==> config.mk <==
export PLATFORM = sky130hd
export DESIGN_NAME = uart_rx_packet_ctrl
export DESIGN_NICKNAME = d
export VERILOG_FILES = /design/src/rtl/uart_rx_packet_ctrl.sv
export SDC_FILE = /design/constraint.sdc
export NUM_CORES = 1
export LEC_CHECK = 0
export ABC_AREA = 1
export CAP_MARGIN = 40
export CORE_ASPECT_RATIO = 0.5
export CORE_MARGIN = 4
export CORE_UTILIZATION = 65
export DETAILED_ROUTE_END_ITERATION = 12
export GPL_ROUTABILITY_DRIVEN = 0
export PLACE_DENSITY = 0.8
export SETUP_SLACK_MARGIN = 0.05
export SYNTH_ARGS = -nofsm -noshare
export SYNTH_HDL_FRONTEND = slang
export SYNTH_SLANG_ARGS = --single-unit
==> constraint.sdc <==
create_clock -name clock -period 4.3 [get_ports clock]
set_clock_uncertainty 0.2 [all_clocks]
set_input_delay 0.86 -clock clock [delete_from_list [all_inputs] [get_ports clock]]
set_output_delay 0.86 -clock clock [all_outputs]
set_load 0.005 [all_outputs]
==> src/rtl/uart_rx_packet_ctrl.sv <==
// uart_rx_packet_ctrl: arms an 8-bit UART receiver, frames HEADER/LEN/payload/CHK packets,
// and streams accepted payloads over a valid/ready interface.

module uart_rx_packet_ctrl #(
    parameter int         MAX_LEN        = 16,
    parameter logic [7:0] HEADER         = 8'hA5,
    parameter int         TIMEOUT_CYCLES = 100000
) (
    input  logic       clock,
    input  logic       reset,
    input  logic       enable,
    input  logic       rx_done,
    input  logic [7:0] rx_byte,
    output logic       rx_enable,
    output logic       out_valid,
    input  logic       out_ready,
    output logic [7:0] out_data,
    output logic       out_last,
    output logic       err_length,
    output logic       err_checksum,
    output logic       err_timeout,
    output logic [7:0] pkt_count
);

    localparam int IW        = $clog2(MAX_LEN + 1);
    localparam int TW        = $clog2(TIMEOUT_CYCLES + 1);
    localparam int BUF_DEPTH = 1 << IW;

    localparam logic [TW-1:0] TMO_LAST = TW'(TIMEOUT_CYCLES - 1);
    localparam logic [7:0]    MAX_LEN8 = 8'(MAX_LEN);
    localparam logic [IW-1:0] IDX_ZERO = '0;
    localparam logic [IW-1:0] IDX_ONE  = IW'(1);

    localparam logic [2:0] S_IDLE    = 3'd0;
    localparam logic [2:0] S_HUNT    = 3'd1;
    localparam logic [2:0] S_LEN     = 3'd2;
    localparam logic [2:0] S_PAYLOAD = 3'd3;
    localparam logic [2:0] S_CHECK   = 3'd4;
    localparam logic [2:0] S_DRAIN   = 3'd5;

    function automatic logic len_ok(input logic [7:0] len);
        len_ok = (len != 8'd0) && (len <= MAX_LEN8);
    endfunction

    logic [2:0]    r_state;
    logic          r_sync1;
    logic          r_sync2;
    logic          r_sync3;
    logic [IW-1:0] r_len;
    logic [IW-1:0] r_idx;
    logic [7:0]    r_sum;
    logic [TW-1:0] r_tmo;
    logic [7:0]    r_buf [0:BUF_DEPTH-1];
    logic          r_rx_enable;
    logic          r_out_valid;
    logic [7:0]    r_out_data;
    logic          r_out_last;
    logic          r_err_len;
    logic          r_err_chk;
    logic          r_err_tmo;
    logic [7:0]    r_pkt_count;

    logic          w_strobe;
    logic          w_in_pkt;
    logic          w_tmo_hit;
    logic [2:0]    w_state_nxt;
    logic [IW-1:0] w_len_nxt;
    logic [IW-1:0] w_idx_nxt;
    logic [7:0]    w_sum_nxt;
    logic          w_valid_nxt;
    logic [7:0]    w_data_nxt;
    logic          w_last_nxt;
    logic          w_err_len_nxt;
    logic          w_err_chk_nxt;
    logic          w_err_tmo_nxt;
    logic [7:0]    w_cnt_nxt;
    logic          w_buf_we;

    assign w_strobe  = r_sync2 & ~r_sync3;
    assign w_in_pkt  = (r_state == S_LEN) || (r_state == S_PAYLOAD) || (r_state == S_CHECK);
    assign w_tmo_hit = w_in_pkt && (r_tmo == TMO_LAST);

    // Two-flop synchronizer for rx_done plus the history flop for edge detection
    always_ff @(posedge clock) begin
        if (!reset) begin
            r_sync1 <= 1'b0;
            r_sync2 <= 1'b0;
            r_sync3 <= 1'b0;
        end else begin
            r_sync1 <= rx_done;
            r_sync2 <= r_sync1;
            r_sync3 <= r_sync2;
        end
    end

    // Inter-byte timer; a timeout wins over a strobe landing on the same cycle
    always_ff @(posedge clock) begin
        if (!reset) begin
            r_tmo <= '0;
        end else if (!w_in_pkt || w_strobe || w_tmo_hit) begin
            r_tmo <= '0;
        end else begin
            r_tmo <= r_tmo + TW'(1);
        end
    end

    // Frame sequencing and output-stream next-state logic
    always_comb begin
        w_state_nxt   = r_state;
        w_len_nxt     = r_len;
        w_idx_nxt     = r_idx;
        w_sum_nxt     = r_sum;
        w_valid_nxt   = r_out_valid;
        w_data_nxt    = r_out_data;
        w_last_nxt    = r_out_last;
        w_err_len_nxt = 1'b0;
        w_err_chk_nxt = 1'b0;
        w_err_tmo_nxt = 1'b0;
        w_cnt_nxt     = r_pkt_count;
        w_buf_we      = 1'b0;
        case (r_state)
            S_IDLE: begin
                if (enable) begin
                    w_state_nxt = S_HUNT;
                end else begin
                    w_state_nxt = S_IDLE;
                end
            end
            S_HUNT: begin
                if (!enable) begin
                    w_state_nxt = S_IDLE;
                end else if (w_strobe && (rx_byte == HEADER)) begin
                    w_state_nxt = S_LEN;
                end else begin
                    w_state_nxt = S_HUNT;
                end
            end
            S_LEN: begin
                if (!enable) begin
                    w_state_nxt = S_IDLE;
                end else if (w_tmo_hit) begin
                    w_err_tmo_nxt = 1'b1;
                    w_state_nxt   = S_HUNT;
                end else if (w_strobe) begin
                    if (len_ok(rx_byte)) begin
                        w_len_nxt   = rx_byte[IW-1:0];
                        w_idx_nxt   = IDX_ZERO;
                        w_sum_nxt   = rx_byte;
                        w_state_nxt = S_PAYLOAD;
                    end else begin
                        w_err_len_nxt = 1'b1;
                        w_state_nxt   = S_HUNT;
                    end
                end else begin
                    w_state_nxt = S_LEN;
                end
            end
            S_PAYLOAD: begin
                if (!enable) begin
                    w_state_nxt = S_IDLE;
                end else if (w_tmo_hit) begin
                    w_err_tmo_nxt = 1'b1;
                    w_state_nxt   = S_HUNT;
                end else if (w_strobe) begin
                    w_buf_we  = 1'b1;
                    w_sum_nxt = r_sum + rx_byte;
                    w_idx_nxt = r_idx + IDX_ONE;
                    if ((r_idx + IDX_ONE) == r_len) begin
                        w_state_nxt = S_CHECK;
                    end else begin
                        w_state_nxt = S_PAYLOAD;
                    end
                end else begin
                    w_state_nxt = S_PAYLOAD;
                end
            end
            S_CHECK: begin
                if (!enable) begin
                    w_state_nxt = S_IDLE;
                end else if (w_tmo_hit) begin
                    w_err_tmo_nxt = 1'b1;
                    w_state_nxt   = S_HUNT;
                end else if (w_strobe) begin
                    if (rx_byte == r_sum) begin
                        // Preload the first payload byte so out_valid rises right after CHK
                        w_cnt_nxt   = r_pkt_count + 8'd1;
                        w_valid_nxt = 1'b1;
                        w_data_nxt  = r_buf[IDX_ZERO];
                        w_last_nxt  = (r_len == IDX_ONE);
                        w_idx_nxt   = IDX_ONE;
                        w_state_nxt = S_DRAIN;
                    end else begin
                        w_err_chk_nxt = 1'b1;
                        w_state_nxt   = S_HUNT;
                    end
                end else begin
                    w_state_nxt = S_CHECK;
                end
            end
            S_DRAIN: begin
                if (r_out_valid && out_ready) begin
                    if (r_out_last) begin
                        w_valid_nxt = 1'b0;
                        w_last_nxt  = 1'b0;
                        w_state_nxt = enable ? S_HUNT : S_IDLE;
                    end else begin
                        w_data_nxt = r_buf[r_idx];
                        w_last_nxt = ((r_idx + IDX_ONE) == r_len);
                        w_idx_nxt  = r_idx + IDX_ONE;
                    end
                end else begin
                    w_state_nxt = S_DRAIN;
                end
            end
            default: begin
                w_state_nxt = S_IDLE;
            end
        endcase
    end

    // Payload storage; contents are don't-care until rewritten by the next packet
    always_ff @(posedge clock) begin
        if (w_buf_we) begin
            r_buf[r_idx] <= rx_byte;
        end
    end

    // State, datapath and registered outputs
    always_ff @(posedge clock) begin
        if (!reset) begin
            r_state     <= S_IDLE;
            r_len       <= '0;
            r_idx       <= '0;
            r_sum       <= 8'd0;
            r_rx_enable <= 1'b0;
            r_out_valid <= 1'b0;
            r_out_data  <= 8'd0;
            r_out_last  <= 1'b0;
            r_err_len   <= 1'b0;
            r_err_chk   <= 1'b0;
            r_err_tmo   <= 1'b0;
            r_pkt_count <= 8'd0;
        end else begin
            r_state     <= w_state_nxt;
            r_len       <= w_len_nxt;
            r_idx       <= w_idx_nxt;
            r_sum       <= w_sum_nxt;
            r_rx_enable <= w_in_pkt || (r_state == S_HUNT);
            r_out_valid <= w_valid_nxt;
            r_out_data  <= w_data_nxt;
            r_out_last  <= w_last_nxt;
            r_err_len   <= w_err_len_nxt;
            r_err_chk   <= w_err_chk_nxt;
            r_err_tmo   <= w_err_tmo_nxt;
            r_pkt_count <= w_cnt_nxt;
        end
    end

    assign rx_enable    = r_rx_enable;
    assign out_valid    = r_out_valid;
    assign out_data     = r_out_data;
    assign out_last     = r_out_last;
    assign err_length   = r_err_len;
    assign err_checksum = r_err_chk;
    assign err_timeout  = r_err_tmo;
    assign pkt_count    = r_pkt_count;

endmodule

After elaboration in Yosys (flattened, before gate mapping). Memory sizes are Yosys's and may differ from the RTL's. A register that Yosys moved wholly into a read port is not among the register bits. Index checks and enable logic that the tools add are counted.

Eq/ne operators: 25. Bitwise gates (word level): 8. Mux-type cells: 72. Reductions and logical operators: 27. Order comparisons: 1. Add/subtract/negate cells: 4.

Operators with widths (count): 2-to-1 mux 8 bit (13); 2-to-1 mux 5 bit (15); 2-to-1 mux 3 bit (13); one-hot mux 8 bit (2 select lines) (2); inequality test 2 bit, second input constant (12); 2-to-1 mux 1 bit (22); one-hot mux 5 bit (4 select lines) (1); one-hot mux 3 bit (6 select lines) (1); adder 17 x 1 -> 17 bit, second input constant (1); equality test 17 bit, second input constant (1); AND reduction 14 bit (1); AND reduction 7 bit (2); AND reduction 5 bit (2); OR reduction 5 bit (2); adder 8 x 1 -> 8 bit, second input constant (1); adder 8 bit (1); equality test 8 bit (1); equality test 8 bit, second input constant (1); <= comparator 8 x 5 -> 1 bit, second input constant (1); AND reduction 8 bit (1); nonzero test 8 bit (1); inverter 1 bit (7); equality test 3 x 2 -> 1 bit, second input constant (2); equality test 3 bit, second input constant (2); 19 further kinds (31).

Register bits after elaboration: 63. Memories: 1. Bits of input ports: 13. RAM bits: 256.

Memories: r_buf (depth 32, width 8, rd ports 2, clocked after memory_dff 1, write ports 1, RTL line 53) `logic [7:0] r_buf [0:BUF_DEPTH-1];`.

Logic depth before layout (Yosys ltp). Gate-level depths: netlist of the first run.

Word-level depth: 9. Gate-level depth with buffers: 15. Mapped depth without buffers: 15.

Worst setup path after synthesis of the first run. No wires, ideal clock.

Path type: input port to flip-flop. From: input rx_byte[2]. To: register r_out_data[5], in the netlist out_data[5]. Library setup time: 0.116 ns. Required time: 3.984 ns. Cell stages on the path: 12. Path slack: 1.669 ns. Data arrival time: 2.315 ns. Cells stage by stage: ha_1 > inv_1 > nand2_1 > nor3_1 > nand3_2 > nand2_2 > nand3_2 > nor2_4 > nand2_4 > buf_6 > nor2_1 > a21oi_2.

Word-level cells in the longest chain between the ends: 3.

Ends and longest elaborated chain: start, declared (RTL line 13) `input logic [7:0] rx_byte,`; equality test 8 bit (RTL line 184) `if (rx_byte == r_sum) begin`; inequality test 2 x 1 -> 1 bit (no line); AND reduction 7 bit (no line); end signal, assigned (RTL line 250) `r_out_data <= w_data_nxt;`; end, declared (RTL line 56) `logic [7:0] r_out_data;`.

No other way between the ends. A chain may end at the register's enable or synchronous reset.

Final worst setup path of the first run.
From: input enable. To: memory r_buf[4][6] (enable).

Word-level cells in the longest chain between the ends: 4.

Ends and longest elaborated chain: start, declared (RTL line 11) `input logic enable,`; 2-to-1 mux 1 bit (RTL line 159) `if (!enable) begin`; 2-to-1 mux 1 bit (RTL line 121) `case (r_state)`; 2-to-1 mux 1 bit (RTL line 223) `if (w_buf_we) begin`; 2-to-1 mux 1 bit (not written as such) (RTL line 224) `r_buf[r_idx] <= rx_byte;`; end, declared (RTL line 53).

No other way between the ends.

==> impl_summary.md, run 1 <==
Critical path
The required time of the worst setup path is 4.28 ns. The arrival time at the worst endpoint is 3.23 ns. The number of buffer and inverter instances along the worst setup path is 2. Grouping stages by cell kind, the critical path spends the most delay in simple AND/OR/NAND/NOR gates. On the critical path, the stage with the largest delay is an instance of nor2_1.

The worst setup path is captured at a flip-flop. The critical path startpoint category is an input port. The worst setup path is of the in2reg kind. The highest fanout seen on the critical path is 8. The setup slack on the worst flop-to-flop path is 1.07 ns.

The largest single stage delay on the critical path is roughly 0.70 ns. Counting stages on the worst path, the most repeated cell is nor2_1. Traced cell by cell, the critical path runs through clkdlybuf4s50_1 > inv_1 > nor2_1 > nand2_2 > nor2_2 > nand2_1 > nor2_1.

Layout
The final layout contains around 1400 nets. The storage element area is roughly 9100 um2. The finished cells cover 15600 um2. The number of antenna diodes in the final layout is 0.

Compared with the post-synthesis result, the final layout area differs by 10.4%. The share of the core filled with cells is 0.744. The footprint of the multi-input gates is approximately 4400 um2. In the final layout, the share of cells above drive strength 1 is 0.0656. The number of fill cells is between 1000 and 1500.

STA
The slew at the pin with the worst max-slew slack is about 0.8 ns. The worst-case headroom to the max-slew limit is 0.467. Setup violations remaining at the end of the flow were counted as 0. The setup TNS is 0 ns. Setup repair after global routing left no endpoint under its margin.

The routed design could run at a clock period as short as 3.25 ns. The count of pins over their slew limit is 0. The tightest hold path in the finished design has a slack of around 0.23 ns. In the post-route analysis, the smallest setup slack over all paths is roughly 1.1 ns. The count of endpoints failing hold in the final timing report is 0. In the finished design, the share of the clock period the worst path needs comes to 0.755. The highest attainable clock frequency is roughly 310 MHz.

GRT
The largest net degree at the start of global routing is 81. The number of antenna violations at the first check in global routing is 0. The first global-routing pass estimated ~55000 um of wire. Across every metal layer, demand over resource in global routing totals 0.288. The number of global-route vias before repair was 10200. The total overflow reported by the global router is 0.

Synth
Sorting the synthesized cells by area gives the leading types as edfxtp_1 55%, dfxtp_1 9.7%, nand2_1 7.8%, nor2_1 4.8%, nand3_1 4.3%. The mean instance size in the synthesized netlist is 10.1 um2. The async set or reset register ratio after synthesis is 0. During synthesis, Yosys emitted a total of 0 warnings. The most repeated cell in the gate-level netlist after synthesis is nand2_1. Synthesis produced a netlist with a net count of approximately 1400. The synthesized design contains roughly 260 enable-type register cells.

The cell area after technology mapping is 14100 um2. The number of unique standard cell types used by synthesis is between 40 and 50. In the synthesized netlist, the number of instances is 1393. The library cell with the largest summed area after synthesis is edfxtp_1.

The area share of the leading cell type in the synthesized netlist is 0.545. The flip-flop cell with the highest count after synthesis is edfxtp_1. Of the synthesized area, sequential elements account for 0.642.

After synthesis the netlist holds a flip-flop and latch count of 324. Counting instances in the post-synthesis netlist gives the leading cell types as 294 x nand2_1, 256 x edfxtp_1, 179 x nor2_1.

Drt
The count of routing violations after the opening detailed-route iteration is 1559. The detailed router placed between 10000 and 15000 vias in this run. The routed wire length is ~35000 um.

In the routed design, unresolved DRC markers number 0. The detailed-routing iteration count for the pre-antenna-repair pass is 8. After detailed routing, the number of vias per cell comes to around 6.0.

Once detail routing completed, the nets flagged for antenna violations numbered 0. The per-cell routed wire length is just over 20 um.

Clock network
The TritonCTS clock tree is yes. The number of H-tree levels is 1. The root buffer cell is clkbuf_16.

The clock buffer count from CTS is 28. The clock passes through at most 3 buffers. The number of gates resized after cts is 0. The register clock-pin slew on the reported worst setup and hold paths is 0.07 ns. The clock latency at the later pin of the worst-skew pair is 0.55 ns. The post-CTS setup-driven buffer insertion count is 0. The number of hold buffers added after CTS was 0. The sink count of the clock tree is roughly 320.

Place
The post-detailed-placement half-perimeter wirelength is between 20000 and 25000 um. Buffers placed on the I/O ports in this run total 34. OpenSTA, run right after detailed placement, puts the worst setup slack at 0.597 ns.

The area after detailed placement is 14700 um2.

Power
The ratio of total power to cell area is about 380 nW/um2. Across the VDD grid, the largest voltage drop is slightly below 0.3 mV. Summed over all cells, the static leakage comes to approximately 0.0056 uW.

Floorplan
The initial utilization of the core area, before any placement, comes to 0.674. The count of boundary I/O pins is 35. The die covers ~24000 um2. Row generation in the floorplan step produced 37 rows. The floorplan step set the die width to roughly 220 um. The total area inside the core boundary comes to 20900 um2. Measured along the y axis, the die boundary spans ~110 um.

Outcome
The run finished with clean final reports.

Min path
The path class of the lowest-slack min-delay path is reg2reg.

Job
The number of violations of the max-capacitance limit is 0.
[worst paths after layout]
check                      from                        to  cells after the start
max                      enable     r_buf[4][6]$_DFFE_PP_                      7
min          r_sync1$_SDFF_PN0_        r_sync2$_SDFF_PN0_                      2
max reg2reg           flip-flop  out_data[4]$_SDFFE_PN0P_                      8
min reg2reg  r_sync1$_SDFF_PN0_        r_sync2$_SDFF_PN0_                      2
[worst reg2reg max path: cells and delay by family, from the launching register on]
kind,cells,cell delay (ns)
compound gates,2,0.51
buf+inv,2,1.20
simple gates,4,0.49
flops,1,0.72
[report_power, final]
group          total [uW]  internal [uW]  switching, uW
clock                2440           1310           1130
sequential           3380           3370           1.96
combinational         116           27.3           88.8
total                5930           4710           1220
[cells in the final DEF (no fill, tap or decap), types with 4 or more instances in the layout]
| master | instances |
|---|---|
| a21oi_1 | 92 |
| xor2_1 | 9 |
| clkbuf_16 | 29 |
| clkbuf_1 | 5 |
| clkinv_1 | 6 |
| clkdlybuf4s50_1 | 34 |
| inv_2 | 6 |
| nor3_1 | 16 |
| nand4_1 | 18 |
| ha_1 | 13 |
| nand2_2 | 5 |
| inv_1 | 89 |
| o31ai_1 | 24 |
| clkinv_2 | 8 |
| o21ai_0 | 80 |
| nor2_1 | 179 |
| buf_4 | 17 |
| xnor2_1 | 4 |
| edfxtp_1 | 256 |
| o221ai_1 | 8 |
| nand3_2 | 4 |
| nand2_1 | 294 |
| o211ai_1 | 11 |
| nand3_1 | 120 |
| dfxtp_1 | 66 |
[cell families after synthesis]
group	share of synthesized area
compound gates	0.0917
fa+ha+maj	0.0130
simple gates	0.198
buf+inv	0.0472
xor+xnor	0.00808
flops	0.642
[per-layer routing]
layer | track usage | wire length, um | vias to the layer above
met5 | 0 | 0 | -
met2 | 0.456 | 15900 | 597
met1 | 0.405 | 14000 | 4907
met3 | 0.0706 | 4090 | 74
met4 | 0.0818 | 847 | 0
li1 | - | - | 4850
[layout make-up]
| cell class | count | share of cell area |
|---|---|---|
| well taps | 292 | 0.0235 |
| flip-flops and latches | 324 | 0.582 |
| clock buffers | 35 | 0.0483 |
| clock inverters | 17 | 0.00788 |
| multi-input cells | 907 | 0.282 |
| repair buffers | 53 | 0.0331 |
| inverters | 97 | 0.0235 |
[through the flow]
| stage | total power [uW] | cells |
|---|---|---|
| 6_report | 5930 | 1725 |
| 5_1_grt | 6080 | 1725 |
| 4_1_cts | 5920 | 1725 |
| 3_5_place_dp | 3560 | 1673 |
| 3_3_place_gp | 3560 | 1672 |
| 2_1_floorplan | 3480 | 1393 |
[flip-flops by register name, indices dropped and copies added, names as in the netlist, named ones only]
register and count:
err_checksum 1, r_idx 5, r_sync1 1, rx_enable 1
err_length 1, r_state 3, r_buf 256, r_len 5
r_sum 8, out_last 1, r_tmo 17, err_timeout 1
out_data 8, pkt_count 8, r_sync2 1, r_sync3 1
out_valid 1
No activity file was read; power rests on OpenSTA's default activity.
==> run 2: changes to the inputs <==
- CORE_UTILIZATION: 65 -> 62
- PLACE_DENSITY: 0.8 -> 0.77
- clock period: 4.3 -> 3.39 ns (I/O delays scaled with it)
==> run 2 against run 1 <==
Non-clock buffer count grew 50. Sequential power is 27% higher. Register-to-register slack got worse by 0.44 ns. First-iteration DRC count shrank 11%. Sequential cell count unchanged. Clock-buffer cell count down 3. Sequential share of layout area down 1.5 points. Final area increased by 2.7%. Die area increased by 4.6%. Largest cell class unchanged.
==> impl_summary.md, run 2 (synthesized netlist as in run 1, its figures left out) <==
Outcome
Result of the run: completed (unchanged).

Critical path
The required time of the worst setup path came to 3.58 ns (was 4.28 ns). The type of destination of the critical path is a flip-flop (unchanged). The arrival time at the worst endpoint is 3.03 ns (was 3.23 ns). The highest fanout seen on the critical path is 6 (was 8). The critical path class is in2reg (unchanged). The critical path startpoint category is an input port (unchanged).

Layout
Largest regs: r_buf x256, r_tmo x17 (unchanged). The register with the most flip-flops is r_buf (unchanged). The flip-flop count of the largest register after layout is 256 (unchanged). The commonest non-fill, non-tap cell in the layout is nand2_1 (unchanged). The number of antenna diodes was 0 (unchanged). The post-synthesis to final-layout area growth is 13.3% (was 10.4%).

The number of fill cells is 1517 (was 1431). Most frequent cells in the layout: 294 x nand2_1, 256 x edfxtp_1, 179 x nor2_1 (unchanged). The final-stage net count was 1488 (was 1438). The share of the core filled with cells is 0.726 (was 0.744). The share of cells above drive strength 1 is 0.0978 (was 0.0656).

Clock network
The number of gates resized after cts was 0 (unchanged). The sink count of the clock tree came to 324 (unchanged). The root buffer cell is clkbuf_16 (unchanged). The TritonCTS clock tree was yes (unchanged).

The total of hold buffers inserted after clock tree synthesis is 0 (unchanged). The clock buffer count from CTS is 28 (unchanged). The post-CTS setup-driven buffer insertion count is 0 (unchanged). The register clock-pin slew on the reported worst setup and hold paths is 0.07 ns (about the same). The buffer levels on the longest clock path was 3 (unchanged). The number of H-tree levels is 1 (unchanged). The clock latency at the later pin of the worst-skew pair was 0.55 ns (about the same).

STA
The slew at the pin with the worst max-slew slack is 0.756 ns (was 0.799 ns). Counting I/O delays and the setup requirement, the final critical path takes 2.84 ns. The final hold slack is 0.217 ns (was 0.226 ns).

The highest attainable clock frequency is approximately 350 MHz. The count of endpoints failing hold in the final timing report is 0 (unchanged). The count of pins over their slew limit is 0 (unchanged). The post-layout worst setup margin is 0.552 ns (was 1.05 ns). The worst-case headroom to the max-slew limit is 0.496 (was 0.467). The number of setup violations in the final report is 0 (unchanged). The setup TNS came to 0 ns (unchanged). Of the available clock period, the critical path in the final layout requires 0.837. Unrepaired setup endpoints after global routing: false (unchanged).

Floorplan
The overall die height is 115 um (was 112 um). The area of the die was 25400 um2 (was 24300 um2). The area of the core is 22000 um2 (was 20900 um2). The width of the die is 221 um (was 216 um). The count of boundary I/O pins is 35 (unchanged). The row count is 38 (was 37). The effective utilization at floorplan is 0.641 (was 0.674).

Min path
The path class of the lowest-slack min-delay path was reg2reg (unchanged).

GRT
The number of global-route vias before repair was 9874 (was 10200). The number of antenna violations at the first check in global routing came to 1 (was 0). The largest net degree at the start of global routing is 129 (was 81). The global-route total usage across every layer is 0.272 (was 0.288).

The total overflow reported by the global router is 0 (unchanged). The global-route wire length before repair is 54200 um (was 55000 um).

Job
The number of violations of the max-capacitance limit is 0 (unchanged).

Power
The share of total power in the clock network is 0.414 (was 0.411). The switching power of the nets was 1530 uW (was 1220 uW). The net switching fraction of the power is 0.202 (was 0.206). The power after layout is 7570 uW (was 5930 uW). The maximum vdd ir drop is 0.373 mV (was 0.298 mV). The internal power of the cells is 6040 uW (was 4710 uW). The fraction of power consumed by combinational cells is 0.020 (about the same).

The power share of the sequential group is 0.566 (was 0.569). The ratio of total power to cell area is 474 nW/um2 (was 381 nW/um2). The reported leakage power is 0.00583 uW (was 0.00557 uW).

Drt
The count of routing violations after the opening detailed-route iteration came to 1383 (was 1559). The via count was 10700 (was 10400). The detailed-routing iteration count for the pre-antenna-repair pass is 6 (was 8).

The per-cell routed wire length is 19.6 um (was 20.2 um). The via-per-instance ratio was 6.02 (was 6.05). The number of nets still failing antenna checks after routing was 0 (unchanged). The routed wire length came to 34900 um (about the same). The total DRC errors in the routed layout is 0 (unchanged).

Place
The post-detailed-placement half-perimeter wirelength is 22500 um (was 22100 um). The pre-CTS setup slack was 0.0704 ns (was 0.597 ns). The number of buffers added on ports came to 34 (unchanged).
## run 2: changes by cell type in the layout (fill, tap and decap cells not counted), moves of 2 or more
cell        previous run  this run
buf_4                 17        66
buf_12                 1         3
clkbuf_1               5         3
clkinvlp_2             0         2
clkinvlp_4             1         3
## run 2: worst max-delay path, stage by stage
cell	delay [ns]
clkdlybuf4s50_1	0.58
ha_1	0.44
inv_1	0.09
nand2_1	0.05
nor3_1	0.18
nand3_2	0.17
nand2_2	0.14
nand4_1	0.10
nor2_2	0.27
nand2_2	0.15
nand2_1	0.09
a21oi_1	0.08
## run 2: cell type report
| type | count | area (um2) | share of cell area |
|---|---|---|---|
| flip-flops and latches | 324 | 9050 | 0.567 |
| multi-input cells | 907 | 4390 | 0.275 |
| repair buffers | 103 | 896 | 0.0561 |
| clock buffers | 32 | 737 | 0.0461 |
| well taps | 300 | 375 | 0.0235 |
| inverters | 97 | 365 | 0.0229 |
| clock inverters | 20 | 161 | 0.0101 |
## run 2: worst paths after layout
| check | from | endpoint | slack, ns | cells past startpoint |
|---|---|---|---|---|
| max reg2reg | r_sync2$_SDFF_PN0_ | r_buf[7][3]$_DFFE_PP_ | 0.63 | 9 |
| max | rx_byte[2] | r_idx[2]$_SDFFE_PN0P_ | 0.55 | 12 |
| min | r_sync1$_SDFF_PN0_ | r_sync2$_SDFF_PN0_ | 0.22 | 2 |
| min reg2reg | r_sync1$_SDFF_PN0_ | r_sync2$_SDFF_PN0_ | 0.22 | 2 |
## run 2: per-layer routing
layer  up-vias  share of wire  global-route usage
met5         -              0                   0
li1       4951              -                   -
met3        76           0.11              0.0574
met2       677           0.45               0.430
met4         0          0.025              0.0669
met1      5036           0.42               0.393
## run 2: metrics by stage
step	std cells	area, um2
after floorplan	1393	14100
after global placement	1731	15100
after detailed placement	1731	15100
after CTS	1783	16000
after global routing	1783	16000
final	1783	16000
## run 2: power by group through the flow
stage | combinational, uW | clock [uW] | sequential (uW)
after detailed placement | 148 | 0 | 4370
after floorplan | 39.4 | 0 | 4370
after global routing | 161 | 3360 | 4280
after global placement | 145 | 0 | 4370
after CTS | 149 | 3150 | 4280
final | 151 | 3140 | 4280
==> run 3: changes to the inputs <==
- clock period: 3.39 -> 2.64 ns (I/O delays scaled with it)
==> run 3 against run 2 <==
Clock-buffer cell count is 4 higher. Sequential cell count unchanged. Setup slack worse by 0.42 ns. Utilization grew 1.2 points. Non-clock buffer count rose by 32. Combinational power increased by 41%. Largest cell class unchanged. Final area rose by 1.6%. Wire length about the same. Critical endpoint is now out_data[0]$_SDFFE_PN0P_. Register-to-register slack worse by 0.38 ns. Largest power group unchanged.
==> impl_summary.md, run 3 (synthesized netlist as in run 1, its figures left out) <==
Layout
The register with the most flip-flops was r_buf (unchanged). Most frequent cells in the layout: 294 x nand2_1, 256 x edfxtp_1, 179 x nor2_1 (unchanged). The final-stage net count is 1520 (was 1488). The flip-flop count of the largest register after layout came to 256 (unchanged). Largest regs: r_buf x256, r_tmo x17 (unchanged). The cell area after layout is 16200 um2 (was 16000 um2). The share of cells above drive strength 1 is 0.114 (was 0.0978).

The number of antenna diodes is 0 (unchanged). The commonest non-fill, non-tap cell in the layout is nand2_1 (unchanged). The post-synthesis to final-layout area growth is 15.2% (was 13.3%).

Clock network
The post-CTS setup-driven buffer insertion count is 0 (unchanged). The number of H-tree levels is 1 (unchanged). The register clock-pin slew on the reported worst setup and hold paths was 0.07 ns (about the same). The number of gates resized after cts is 0 (unchanged). The TritonCTS clock tree is yes (unchanged). The clock buffer count from CTS is 28 (unchanged).

The buffer levels on the longest clock path is 3 (unchanged). The sink count of the clock tree came to 324 (unchanged). The total of hold buffers inserted after clock tree synthesis was 0 (unchanged). The root buffer cell is clkbuf_16 (unchanged). The clock latency at the later pin of the worst-skew pair was 0.55 ns (about the same).

STA
The count of pins over their slew limit is 0 (unchanged). The slew at the pin with the worst max-slew slack is 0.607 ns (was 0.756 ns). The final cycle utilization of the critical path is 0.951. The smallest clock period supported by the final layout is computed as approximately 2.5 ns. The worst-case headroom to the max-slew limit is 0.593 (was 0.496). The highest attainable clock frequency is approximately 400 MHz.

Unrepaired setup endpoints after global routing: false (unchanged). The count of endpoints failing hold in the final timing report is 0 (unchanged). The number of setup violations in the final report is 0 (unchanged).

The post-layout worst setup margin is 0.128 ns (was 0.552 ns).

Critical path
The setup slack on the worst flop-to-flop path is 0.25 ns (was 0.63 ns). The startpoint of the worst-slack reg-to-reg timing path is r_state[1]$_SDFFE_PN0P_ (was r_sync2$_SDFF_PN0_). The worst reg-to-reg path cell count came to 8 (was 9). The highest fanout seen on the critical path is 16 (was 6). The endpoint of the lowest-slack register-to-register path is r_buf[20][5]$_DFFE_PP_ (was r_buf[7][3]$_DFFE_PP_). The type of destination of the critical path is a flip-flop (unchanged). The critical path class is in2reg (unchanged). The worst setup path startpoint is rx_byte[2] (unchanged).

The required time of the worst setup path is 2.90 ns (was 3.58 ns). The arrival time at the worst endpoint was 2.77 ns (was 3.03 ns). The critical path startpoint category is an input port (unchanged).

Min path
The endpoint with the worst hold slack is r_sync3$_SDFF_PN0_ (was r_sync2$_SDFF_PN0_). The start point of the worst min-delay path is r_sync2$_SDFF_PN0_ (was r_sync1$_SDFF_PN0_). The path class of the lowest-slack min-delay path is reg2reg (unchanged). The number of cells on the worst hold path is 2 (unchanged).

Floorplan
The area of the core was 22000 um2 (unchanged). The area of the die is 25400 um2 (unchanged). The overall die height is 115 um (unchanged).

The row count was 38 (unchanged). The effective utilization at floorplan is 0.641 (unchanged). The count of boundary I/O pins is 35 (unchanged). The width of the die is 221 um (unchanged).

Place
The area after detailed placement is 15300 um2 (was 15100 um2). The post-detailed-placement half-perimeter wirelength was 22500 um (about the same). The number of buffers added on ports came to 34 (unchanged). The pre-CTS setup slack is -0.323 ns (was 0.0704 ns).

Drt
The total DRC errors in the routed layout came to 0 (unchanged). The per-cell routed wire length is 19.2 um (was 19.6 um). The via count came to 10900 (was 10700).

The detailed-routing iteration count for the pre-antenna-repair pass is 6 (unchanged). The number of nets still failing antenna checks after routing was 0 (unchanged). The routed wire length was 34900 um (about the same). The via-per-instance ratio is 5.99 (was 6.02). The count of routing violations after the opening detailed-route iteration is 1167 (was 1383).

Power
The reported leakage power is 0.00601 uW (was 0.00583 uW). The maximum vdd ir drop came to 0.499 mV (was 0.373 mV). The ratio of total power to cell area is 601 nW/um2 (was 474 nW/um2).

GRT
The global-route total usage across every layer is 0.272 (about the same). The largest net degree at the start of global routing is 81 (was 129). The number of antenna violations at the first check in global routing is 0 (was 1). The total overflow reported by the global router came to 0 (unchanged). The global-route wire length before repair is 54800 um (was 54200 um). The number of global-route vias before repair is 10100 (was 9874).

Outcome
Result of the run: completed (unchanged).

Job
The number of violations of the max-capacitance limit came to 0 (unchanged).
-- run 3: cell types whose count changed in the layout (fill, tap and decap cells not counted), sizes merged --
cell	delta
buf	+32
clkinvlp	-5
clkbuf	+4
bufinv	+1
clkinv	+1
inv	-1
-- run 3: worst max-delay path, cell delays in order --
cell and delay [ns]:
clkdlybuf4s50_1 0.41, buf_4 0.18, ha_1 0.31, inv_1 0.08, nand2_1 0.05, nor3_1 0.20
nand3_2 0.14, nand2_2 0.12, nand3_2 0.09, nor2_4 0.16, nand2_4 0.15, nand2_1 0.10
nand2_1 0.06, a21oi_1 0.17
-- run 3: final cells by class --
type | count | area [um2]
clock buffers | 36 | 731
clock inverters | 16 | 160
fillers | 1492 | 5780
inverters | 97 | 365
multi-input cells | 907 | 4390
flip-flops and latches | 324 | 9050
well taps | 300 | 375
repair buffers | 135 | 1160
-- run 3: how the worst max path moves through the flow --
stage / end / slack (ns) / depth (start not counted)
after floorplan: out_data[5]$_SDFFE_PN0P_ / 0.34 / 12
after global placement: flip-flop / -0.28 / 13
after detailed placement: flip-flop / -0.32 / 13
after CTS: out_data[0]$_SDFFE_PN0P_ / 0.16 / 13
after global routing: out_data[0]$_SDFFE_PN0P_ / 0.06 / 14
final: out_data[0]$_SDFFE_PN0P_ / 0.13 / 14
-- run 3: layer usage --
layer  GRT usage  part of all wire
met5           0                 0
met4      0.0656             0.025
met3      0.0533              0.11
met2       0.444              0.46
met1       0.385              0.41
-- run 3: power breakdown --
part / leakage [uW] / internal, uW / total (uW) / switching, uW
clock network: 0.000439 / 2250 / 4050 / 1800
registers: 0.00285 / 5490 / 5500 / 2.97
logic: 0.00272 / 67.4 / 213 / 146
total: 0.00601 / 7820 / 9760 / 1950
-- run 3: metrics by stage --
step / setup TNS (ns) / cells / total power, uW / hold slack [ns] / util
6_report: 0 / 1815 / 9760 / 0.224 / 0.738
5_1_grt: 0 / 1815 / 10000 / 0.245 / 0.738
4_1_cts: 0 / 1815 / 9760 / 0.227 / 0.737
3_5_place_dp: -9.92 / 1763 / 5810 / 0.218 / 0.697
3_3_place_gp: -8.07 / 1763 / 5810 / 0.206 / 0.697
2_1_floorplan: 0 / 1393 / 5660 / 0.190 / -
